$ cat src/rtl/pu_mc.sv
// Multi-cycle processing unit: FETCH/EXEC/MEM/WB sequencing over req/ack instruction and data ports.
// Zero-wait latency ALU/branch 2, ST/PUSH 3, LD/POP 4 cycles; requests hold until ack, so wait states only stretch a phase.
module pu_mc #(
  parameter int WIDTH = 16,
  parameter int NREG  = 8,
  parameter int PCW   = 8,
  parameter int DMAW  = 8,
  parameter int STKD  = 16
) (
  input  logic             clk,
  input  logic             rst,
  output logic             im_req,
  output logic [PCW-1:0]   im_addr,
  input  logic             im_ack,
  input  logic [15:0]      im_rdata,
  output logic             dm_req,
  output logic             dm_we,
  output logic [DMAW-1:0]  dm_addr,
  output logic [WIDTH-1:0] dm_wdata,
  input  logic             dm_ack,
  input  logic [WIDTH-1:0] dm_rdata,
  output logic             we,
  output logic [WIDTH-1:0] rwd,
  output logic [PCW-1:0]   pc,
  output logic             halted,
  output logic             err
);

  localparam int RW = (NREG > 1) ? $clog2(NREG) : 1;
  localparam int DW = $clog2(STKD + 1);

  localparam logic [3:0] OP_ADD  = 4'h1;
  localparam logic [3:0] OP_SUB  = 4'h2;
  localparam logic [3:0] OP_AND  = 4'h3;
  localparam logic [3:0] OP_OR   = 4'h4;
  localparam logic [3:0] OP_XOR  = 4'h5;
  localparam logic [3:0] OP_LDI  = 4'h6;
  localparam logic [3:0] OP_LD   = 4'h7;
  localparam logic [3:0] OP_ST   = 4'h8;
  localparam logic [3:0] OP_BEZ  = 4'h9;
  localparam logic [3:0] OP_JMP  = 4'hA;
  localparam logic [3:0] OP_PUSH = 4'hB;
  localparam logic [3:0] OP_POP  = 4'hC;
  localparam logic [3:0] OP_HALT = 4'hF;

  typedef enum logic [2:0] {
    S_FETCH,
    S_EXEC,
    S_MEM,
    S_WB,
    S_HALT
  } state_t;

  state_t           r_state;
  state_t           w_state_nxt;
  logic [15:0]      r_ir;
  logic [PCW-1:0]   r_pc;
  logic [WIDTH-1:0] r_regs [NREG];
  logic [WIDTH-1:0] r_mdr;
  logic [DMAW-1:0]  r_sp;
  logic [DW-1:0]    r_depth;
  logic             r_err;

  logic [3:0]       w_op;
  logic [RW-1:0]    w_rd;
  logic [RW-1:0]    w_ra;
  logic [RW-1:0]    w_rb;
  logic [WIDTH-1:0] w_a;
  logic [WIDTH-1:0] w_b;
  logic [WIDTH-1:0] w_d;
  logic [WIDTH-1:0] w_alu;
  logic [PCW-1:0]   w_pc_inc;
  logic [PCW-1:0]   w_imm_pc;
  logic [PCW-1:0]   w_pc_nxt;
  logic [DMAW-1:0]  w_dm_addr;
  logic             w_is_wr;
  logic             w_is_rd;
  logic             w_stk_full;
  logic             w_stk_empty;
  logic             w_ir_ld;
  logic             w_mdr_ld;
  logic             w_mem_done;
  logic             w_rf_we;
  logic [WIDTH-1:0] w_rf_wd;
  logic             w_dm_req;
  logic             w_err_set;
  logic             w_unused;

  assign w_op     = r_ir[15:12];
  assign w_rd     = r_ir[8 +: RW];
  assign w_ra     = r_ir[4 +: RW];
  assign w_rb     = r_ir[0 +: RW];
  assign w_unused = ^r_ir[11:8];

  assign w_a = r_regs[w_ra];
  assign w_b = r_regs[w_rb];
  assign w_d = r_regs[w_rd];

  assign w_pc_inc = r_pc + PCW'(1);
  assign w_imm_pc = PCW'(r_ir[7:0]);

  assign w_is_wr     = (w_op == OP_ST) || (w_op == OP_PUSH);
  assign w_is_rd     = (w_op == OP_LD) || (w_op == OP_POP);
  assign w_stk_full  = (r_depth == DW'(STKD));
  assign w_stk_empty = (r_depth == '0);

  always_comb begin
    w_alu = '0;
    case (w_op)
      OP_ADD:  w_alu = w_a + w_b;
      OP_SUB:  w_alu = w_a - w_b;
      OP_AND:  w_alu = w_a & w_b;
      OP_OR:   w_alu = w_a | w_b;
      OP_XOR:  w_alu = w_a ^ w_b;
      OP_LDI:  w_alu = WIDTH'(r_ir[7:0]);
      default: w_alu = '0;
    endcase
  end

  // Stack grows downward: PUSH writes at sp, POP reads one above it.
  always_comb begin
    w_dm_addr = DMAW'(w_a);
    if (w_op == OP_PUSH) begin
      w_dm_addr = r_sp;
    end else if (w_op == OP_POP) begin
      w_dm_addr = r_sp + DMAW'(1);
    end
  end

  always_ff @(posedge clk or negedge rst) begin
    if (!rst) begin
      r_state <= S_FETCH;
    end else begin
      r_state <= w_state_nxt;
    end
  end

  always_comb begin
    w_state_nxt = r_state;
    w_pc_nxt    = r_pc;
    w_ir_ld     = 1'b0;
    w_mdr_ld    = 1'b0;
    w_mem_done  = 1'b0;
    w_rf_we     = 1'b0;
    w_rf_wd     = '0;
    w_dm_req    = 1'b0;
    w_err_set   = 1'b0;
    case (r_state)
      S_FETCH: begin
        if (im_ack) begin
          w_ir_ld     = 1'b1;
          w_state_nxt = S_EXEC;
        end
      end
      S_EXEC: begin
        case (w_op)
          OP_ADD, OP_SUB, OP_AND, OP_OR, OP_XOR, OP_LDI: begin
            w_rf_we     = 1'b1;
            w_rf_wd     = w_alu;
            w_pc_nxt    = w_pc_inc;
            w_state_nxt = S_FETCH;
          end
          OP_LD, OP_ST: begin
            w_state_nxt = S_MEM;
          end
          // Stack faults stop the core before any memory traffic or state change.
          OP_PUSH: begin
            if (w_stk_full) begin
              w_err_set   = 1'b1;
              w_state_nxt = S_HALT;
            end else begin
              w_state_nxt = S_MEM;
            end
          end
          OP_POP: begin
            if (w_stk_empty) begin
              w_err_set   = 1'b1;
              w_state_nxt = S_HALT;
            end else begin
              w_state_nxt = S_MEM;
            end
          end
          OP_BEZ: begin
            w_pc_nxt    = (w_d == '0) ? w_imm_pc : w_pc_inc;
            w_state_nxt = S_FETCH;
          end
          OP_JMP: begin
            w_pc_nxt    = w_imm_pc;
            w_state_nxt = S_FETCH;
          end
          OP_HALT: begin
            w_state_nxt = S_HALT;
          end
          default: begin
            w_pc_nxt    = w_pc_inc;
            w_state_nxt = S_FETCH;
          end
        endcase
      end
      S_MEM: begin
        w_dm_req = 1'b1;
        if (dm_ack) begin
          w_mem_done = 1'b1;
          if (w_is_rd) begin
            w_mdr_ld    = 1'b1;
            w_state_nxt = S_WB;
          end else begin
            w_pc_nxt    = w_pc_inc;
            w_state_nxt = S_FETCH;
          end
        end
      end
      S_WB: begin
        w_rf_we     = 1'b1;
        w_rf_wd     = r_mdr;
        w_pc_nxt    = w_pc_inc;
        w_state_nxt = S_FETCH;
      end
      S_HALT: begin
        w_state_nxt = S_HALT;
      end
      default: begin
        w_state_nxt = S_FETCH;
      end
    endcase
  end

  always_ff @(posedge clk or negedge rst) begin
    if (!rst) begin
      r_pc    <= '0;
      r_ir    <= '0;
      r_mdr   <= '0;
      r_sp    <= '1;
      r_depth <= '0;
      r_err   <= 1'b0;
      for (int i = 0; i < NREG; i++) begin
        r_regs[i] <= '0;
      end
    end else begin
      r_pc <= w_pc_nxt;
      if (w_ir_ld) begin
        r_ir <= im_rdata;
      end
      if (w_mdr_ld) begin
        r_mdr <= dm_rdata;
      end
      if (w_rf_we) begin
        r_regs[w_rd] <= w_rf_wd;
      end
      if (w_err_set) begin
        r_err <= 1'b1;
      end
      if (w_mem_done && (w_op == OP_PUSH)) begin
        r_sp    <= r_sp - DMAW'(1);
        r_depth <= r_depth + DW'(1);
      end else if (w_mem_done && (w_op == OP_POP)) begin
        r_sp    <= r_sp + DMAW'(1);
        r_depth <= r_depth - DW'(1);
      end
    end
  end

  // Gated by rst so a pending fetch drops the instant reset asserts.
  assign im_req   = (r_state == S_FETCH) && rst;
  assign im_addr  = r_pc;
  assign dm_req   = w_dm_req;
  assign dm_we    = w_dm_req && w_is_wr;
  assign dm_addr  = w_dm_req ? w_dm_addr : '0;
  assign dm_wdata = (w_dm_req && w_is_wr) ? w_d : '0;
  assign we       = w_rf_we;
  assign rwd      = w_rf_wd;
  assign pc       = r_pc;
  assign halted   = (r_state == S_HALT);
  assign err      = r_err;

endmodule
$ cat config.mk
export PLATFORM = sky130hd
export DESIGN_NAME = pu_mc
export DESIGN_NICKNAME = d
export VERILOG_FILES = /design/src/rtl/pu_mc.sv
export SDC_FILE = /design/constraint.sdc
export NUM_CORES = 1
export LEC_CHECK = 0
export CAP_MARGIN = 20
export CORE_AREA = 2 2 151 226
export CTS_CLUSTER_SIZE = 20
export DETAILED_ROUTE_END_ITERATION = 10
export DIE_AREA = 0 0 153 228
export PLACE_DENSITY_LB_ADDON = 0.15
export SLEW_MARGIN = 20
export SYNTH_ARGS = -nofsm -noshare
export SYNTH_HDL_FRONTEND = slang
export SYNTH_SLANG_ARGS = --single-unit
$ cat constraint.sdc
create_clock -name clk -period 6.3 [get_ports clk]
set_clock_uncertainty 0.05 [all_clocks]
set_input_delay 0.945 -clock clk [delete_from_list [all_inputs] [get_ports clk]]
set_output_delay 0.945 -clock clk [all_outputs]
set_load 0.02 [all_outputs]
# ---- After elaboration in Yosys (flattened, before gate mapping)
# Index checks and enable logic that the tools add are counted.
dict set report op_classes {
  n_eq_ne 22
  n_reduce_logical 17
  n_addsub 7
  magnitude_cmp 4
  n_bitwise 6
  muxes 49
}
# operator n
set op_table {}
lappend op_table {{$bmux W16 S3} 3}
lappend op_table {{$mux W16} 9}
lappend op_table {{$bwmux W128} 1}
lappend op_table {{$pmux W16 S6} 1}
lappend op_table {{$mux W8} 8}
lappend op_table {{$demux W16 S3} 1}
lappend op_table {{$pmux W8 S3} 2}
lappend op_table {{$pmux W16 S2} 1}
lappend op_table {{$eq A4 B4 Y1 const B} 6}
lappend op_table {{$pmux W3 S4} 2}
lappend op_table {{$add A16 B16 Y16} 1}
lappend op_table {{$add A8 B1 Y8 const B} 2}
lappend op_table {{$and A16 B16 Y16} 1}
lappend op_table {{$eq A4 B3 Y1 const B} 4}
lappend op_table {{$logic_not A16 Y1} 1}
lappend op_table {{$or A16 B16 Y16} 1}
lappend op_table {{$sub A16 B16 Y16} 1}
lappend op_table {{$xor A16 B16 Y16} 1}
lappend op_table {{$ge A4 B4 Y1 const B} 3}
lappend op_table {{$mux W1} 12}
lappend op_table {{$mux W3} 4}
lappend op_table {{$not A3 Y4} 3}
lappend op_table {{$mux W5} 2}
lappend op_table {{$eq A4 B2 Y1 const B} 2}
lappend op_table {{23 further kinds} 33}
dict set report totals {
  output_inout_bits 62
  ff_bits 185
  input_bits 36
  word_cells 120
}

# ---- Depth between registers and ports, before layout
dict set report depth {
  depth_word 9
  depth_mapped 19
  depth_no_buf 17
}

# ---- Least setup slack after synthesis
# OpenSTA, ideal clock, no wires.
dict set report synth_path {
  kind {register -> output}
  from {register r_ir[4]}
  to {output port rwd[12]}
  setup_slack_ns 0.816
  required_time_ns 5.305
  stages_incl_launch_ff 15
  n_path_buf 3
  t_arrival_ns 4.489
  cell_sequence {dfrtp_1 > clkbuf_1 > clkbuf_1 > buf_2 > mux4_2 > mux2i_1 > inv_1 > ha_1 > a21o_1 > a21o_1 > a221o_1 > a31oi_1 > xnor2_1 > a222oi_1 > inv_1}
}
dict set report synth_between {
  elab_chain_cells 8
  elab_cells_between_ends 12
  classes_between {add/sub (2); mux (6); bitwise (4)}
}
# item line_no
set synth_rtl {}
lappend synth_rtl {{start: declaration} 56} ;# logic [15:0] r_ir;
lappend synth_rtl {{start signal: assignment} 242} ;# r_ir <= im_rdata;
lappend synth_rtl {{$not A3 Y4 (not written as such) *} 95} ;# assign w_a = r_regs[w_ra];
lappend synth_rtl {{$bmux W16 S3 *} 95}
lappend synth_rtl {{$mux W16 (not written as such) * (2 in series)} 95}
lappend synth_rtl {{$sub A16 B16 Y16 (tied with other cells)} 111} ;# OP_SUB: w_alu = w_a - w_b;
lappend synth_rtl {{$pmux W16 S6 *} 109} ;# case (w_op)
lappend synth_rtl {{$mux W16 *} 156} ;# case (w_op)
lappend synth_rtl {{$pmux W16 S2 *} 148} ;# case (r_state)
lappend synth_rtl {{end: declaration} 23} ;# output logic [WIDTH-1:0] rwd,
# Every way passes the cells marked *; elsewhere a longest branch is shown, timed or not. The select of a mux whose other input is x is not followed.

# ---- Worst setup path in the final report
dict set report layout_path {
  from {register r_ir[0]}
  to {output port rwd[5]}
}
dict set report layout_between {
  elab_chain_cells 8
  elab_cells_between_ends 12
  classes_between {add/sub (2); mux (6); bitwise (4)}
}
# item line_no
set layout_rtl {}
lappend layout_rtl {{$not A3 Y4 (not written as such) *} 96} ;# assign w_b = r_regs[w_rb];
lappend layout_rtl {{$bmux W16 S3 *} 96}
lappend layout_rtl {{$mux W16 (not written as such) * (2 in series)} 96}
lappend layout_rtl {{$sub A16 B16 Y16 (tied with other cells)} 111}
lappend layout_rtl {{$pmux W16 S6 *} 109}
lappend layout_rtl {{$mux W16 *} 156}
lappend layout_rtl {{$pmux W16 S2 *} 148}
# Marked as above.

==> summary.txt <==
STA
  – Pins Over Slew Limit: 0
  – Worst-Margin Slew: 1100 ps
  – Endpoints failing hold: 0
  – Final setup fails: 0
  – Fmax: 0.164 GHz
  – Final cycle utilization of the critical path: 96.6%
  – Crit path time final: 6080 ps
  – Final setup TNS: 0 ps
  – RSZ-0062 raised after global routing: no
  – Hold slack: around 380 ps
  – Worst relative slew slack: between 20% and 30%

Placement
  – GP Congestion: 0.877
  – Inst Count DP: between 1500 and 2000
  – Hpwl dp: ~32 mm
  – Port Buf Inserts: 96

Yosys
  – Register area share after synthesis: 35.5%
  – Dominant cell type by area after synthesis: dfrtp_1
  – Flops & latches, synth: 184
  – Avg Inst Size Synth: 9.69 um2
  – Synth area leaders: dfrtp_1, mux4_2, ha_1
  – Post-synth top area share: 33.9%
  – Commonest cells post-synth: dfrtp_1, nand2_1, o21ai_0
  – Mapped cell area: 13000 um2
  – Library cells used by synthesis: 65
  – Ys async rst share: 100%
  – Top FF cell, synth: dfrtp_1
  – Post-synth EDFFs: 0
  – Post-Syn Instances: ~1300
  – Yosys warns: 0
  – Most instantiated library cell after synthesis: dfrtp_1
  – Syn Nets: 1433

Floorplan
  – DIE HEIGHT: about 230 um
  – Num ports: a little under 100
  – Initial Util: 39.2%
  – Core ar.: 33100 um2
  – Rows: 82
  – Die width: around 150 um
  – Die area: ~35000 um2

Clock tree
  – CTS tree: built
  – Maximum clock insertion buffer count: 2
  – CTS buffer count: 17
  – Clock slew at reported path FFs: 70 ps
  – CTS H-tree lvls: 4
  – Sink Count: approximately 180
  – Root Driver: clkbuf_16
  – Clk_lat worst skew: between 400 and 500 ps

Route
  – Final WL: 42.9 mm
  – Vias post-DR: roughly 11000
  – Drt pass-1 iters: 6
  – WL/cell: ~23 um
  – DRC: 0
  – Vias/cell: 5.90
  – Iter 0 DRT Violations: 917
  – Antenna viol nets, final: 0

Layout
  – Nets: 1511
  – Area growth from synthesis to layout: 16.9%
  – Fill count: 3183
  – Non-Filler Instances: 1852
  – Fraction of layout cells with a size suffix above 1: between 10% and 20%
  – Fin util: 45.9%
  – # diodes: 0

Status
  – Outcome: finished, final reports clean

Worst setup path
  – Worst Setup SP: r_ir[0]
  – RR Startpoint: r_ir[0]
  – CP Launch Type: flop
  – Critical path type: reg -> out
  – Crit path DAT: 5090 ps
  – Critical path endpoint category: output pin
  – Worst-path maximum fanout: 10
  – Worst Path Required: 5300 ps

Power and ir drop
  – Lkg Pwr: 0.00657 uW
  – Tot Pwr: around 6600 uW
  – Pwr Density: between 400 and 500 nW/um2
  – VDD IR-drop max: 0.211 mV

Global route
  – Total GRT Usage: between 20% and 30%
  – Largest net degree at the start of global routing: slightly below 80
  – GRT overflow: 0
  – First-pass GRT wire length: 66.7 mm
  – Vias in the first global route: roughly 11000
  – Initial antenna violation count: 0

Worst hold path
  – Worst min path class: in -> async

Flow run
  – MaxCap Viol Count: 0
final timing paths:
check | slack, ps | cells after the start | to
max in group asynchronous | 3670 | 3 | r_regs[24]
hold reg to reg | 450 | 1 | err
hold / removal | 380 | 1 | r_depth[2]
setup / recovery | 220 | 19 | rwd[5]
setup reg to reg | 1760 | 20 | r_regs[45]
min in group clk | 450 | 1 | err
power by group:
part | leakage, uW | switching (uW) | internal [uW] | total, uW
Clock | 0.000299 | 526 | 618 | 1140
Sequential | 0.00247 | 370 | 1370 | 1740
Combinational | 0.00381 | 2120 | 1560 | 3680
registers in the layout, indices dropped and copies added, names as in the netlist:
signal / cells
r_state: 3
r_ir: 15
r_sp: 8
r_depth: 5
r_mdr: 16
err: 1
im_addr: 8
r_regs: 128
cell usage in the layout (no fill, tap or decap), types with 46 or more instances in the layout:
| master | count |
|---|---|
| dfrtp_1 | 173 |
| nand2_1 | 169 |
| o21ai_0 | 100 |
| clkdlybuf4s50_1 | 90 |
| nor2_1 | 85 |
| mux4_2 | 74 |
| a21oi_1 | 63 |
| inv_1 | 58 |
| buf_4 | 58 |
| ha_1 | 54 |
| o21ai_1 | 49 |
| mux2_2 | 46 |
metrics by stage:
step	area [um2]	setup WS, ps
3_3_place_gp	14500	269
3_5_place_dp	14500	208
6_report	15200	217
2_1_floorplan	13000	816
4_1_cts	15100	-31.3
5_1_grt	15200	32.0
critical path, cell delays in order (launching register included):
cell and delay [ps]:
dfrtp_4 540, buf_12 190, mux4_2 490, mux2i_1 150, buf_4 180, inv_1 100
nor3_1 190, nor2_1 70, xnor2_1 130, ha_1 320, o21a_1 130, o31a_1 210
o21a_1 130, nor2_1 40, xnor2_1 120, nand2_1 70, a31oi_1 140, a21oi_1 720
inv_1 110, clkdlybuf4s50_1 570
cell type report:
cell class              count  area (um2)  share of cell area [%]
flip-flops and latches    184        4620                    30.4
multi-input cells        1000        7770                    51.1
repair buffers            156        1450                    9.51
well taps                 420         526                    3.46
inverters                  60         225                    1.48
clock inverters            13         160                    1.05
clock buffers              19         453                    2.98
kinds of logic (layout without fill, tap and decap cells):
group                    Yosys count  after routing  share of synthesized area, %
AO/OA/AOI/OAI                    359            359                          17.1
XOR/XNOR                          39             39                          2.63
adder cells (fa/ha/maj)           56             56                          5.51
buffers and inverters            157            248                          5.19
flip-flops                       184            184                          35.5
multiplexers                     171            171                          21.1
AND/OR/NAND/NOR                  375            375                          13.0
metal layers:
metal	part of all wire, %	wire length [um]	vias up	GRT usage, %
met4	4.3	1830	0	10.9
li1	-	-	5064	-
met1	40	17200	5427	30.1
met3	4.1	1760	98	3.10
met5	0	0	-	0
met2	51	22100	335	44.6
what timing repair did:
| item | CTS | global route |
|---|---|---|
| pin swaps | 0 | 1 |
| buffers inserted | 0 | 4 |
| setup endpoints to repair | 6 | 8 |
| gates resized for setup | 6 | 17 |
| hold buffers | 0 | 0 |
Power figures use the tool's default switching activity.
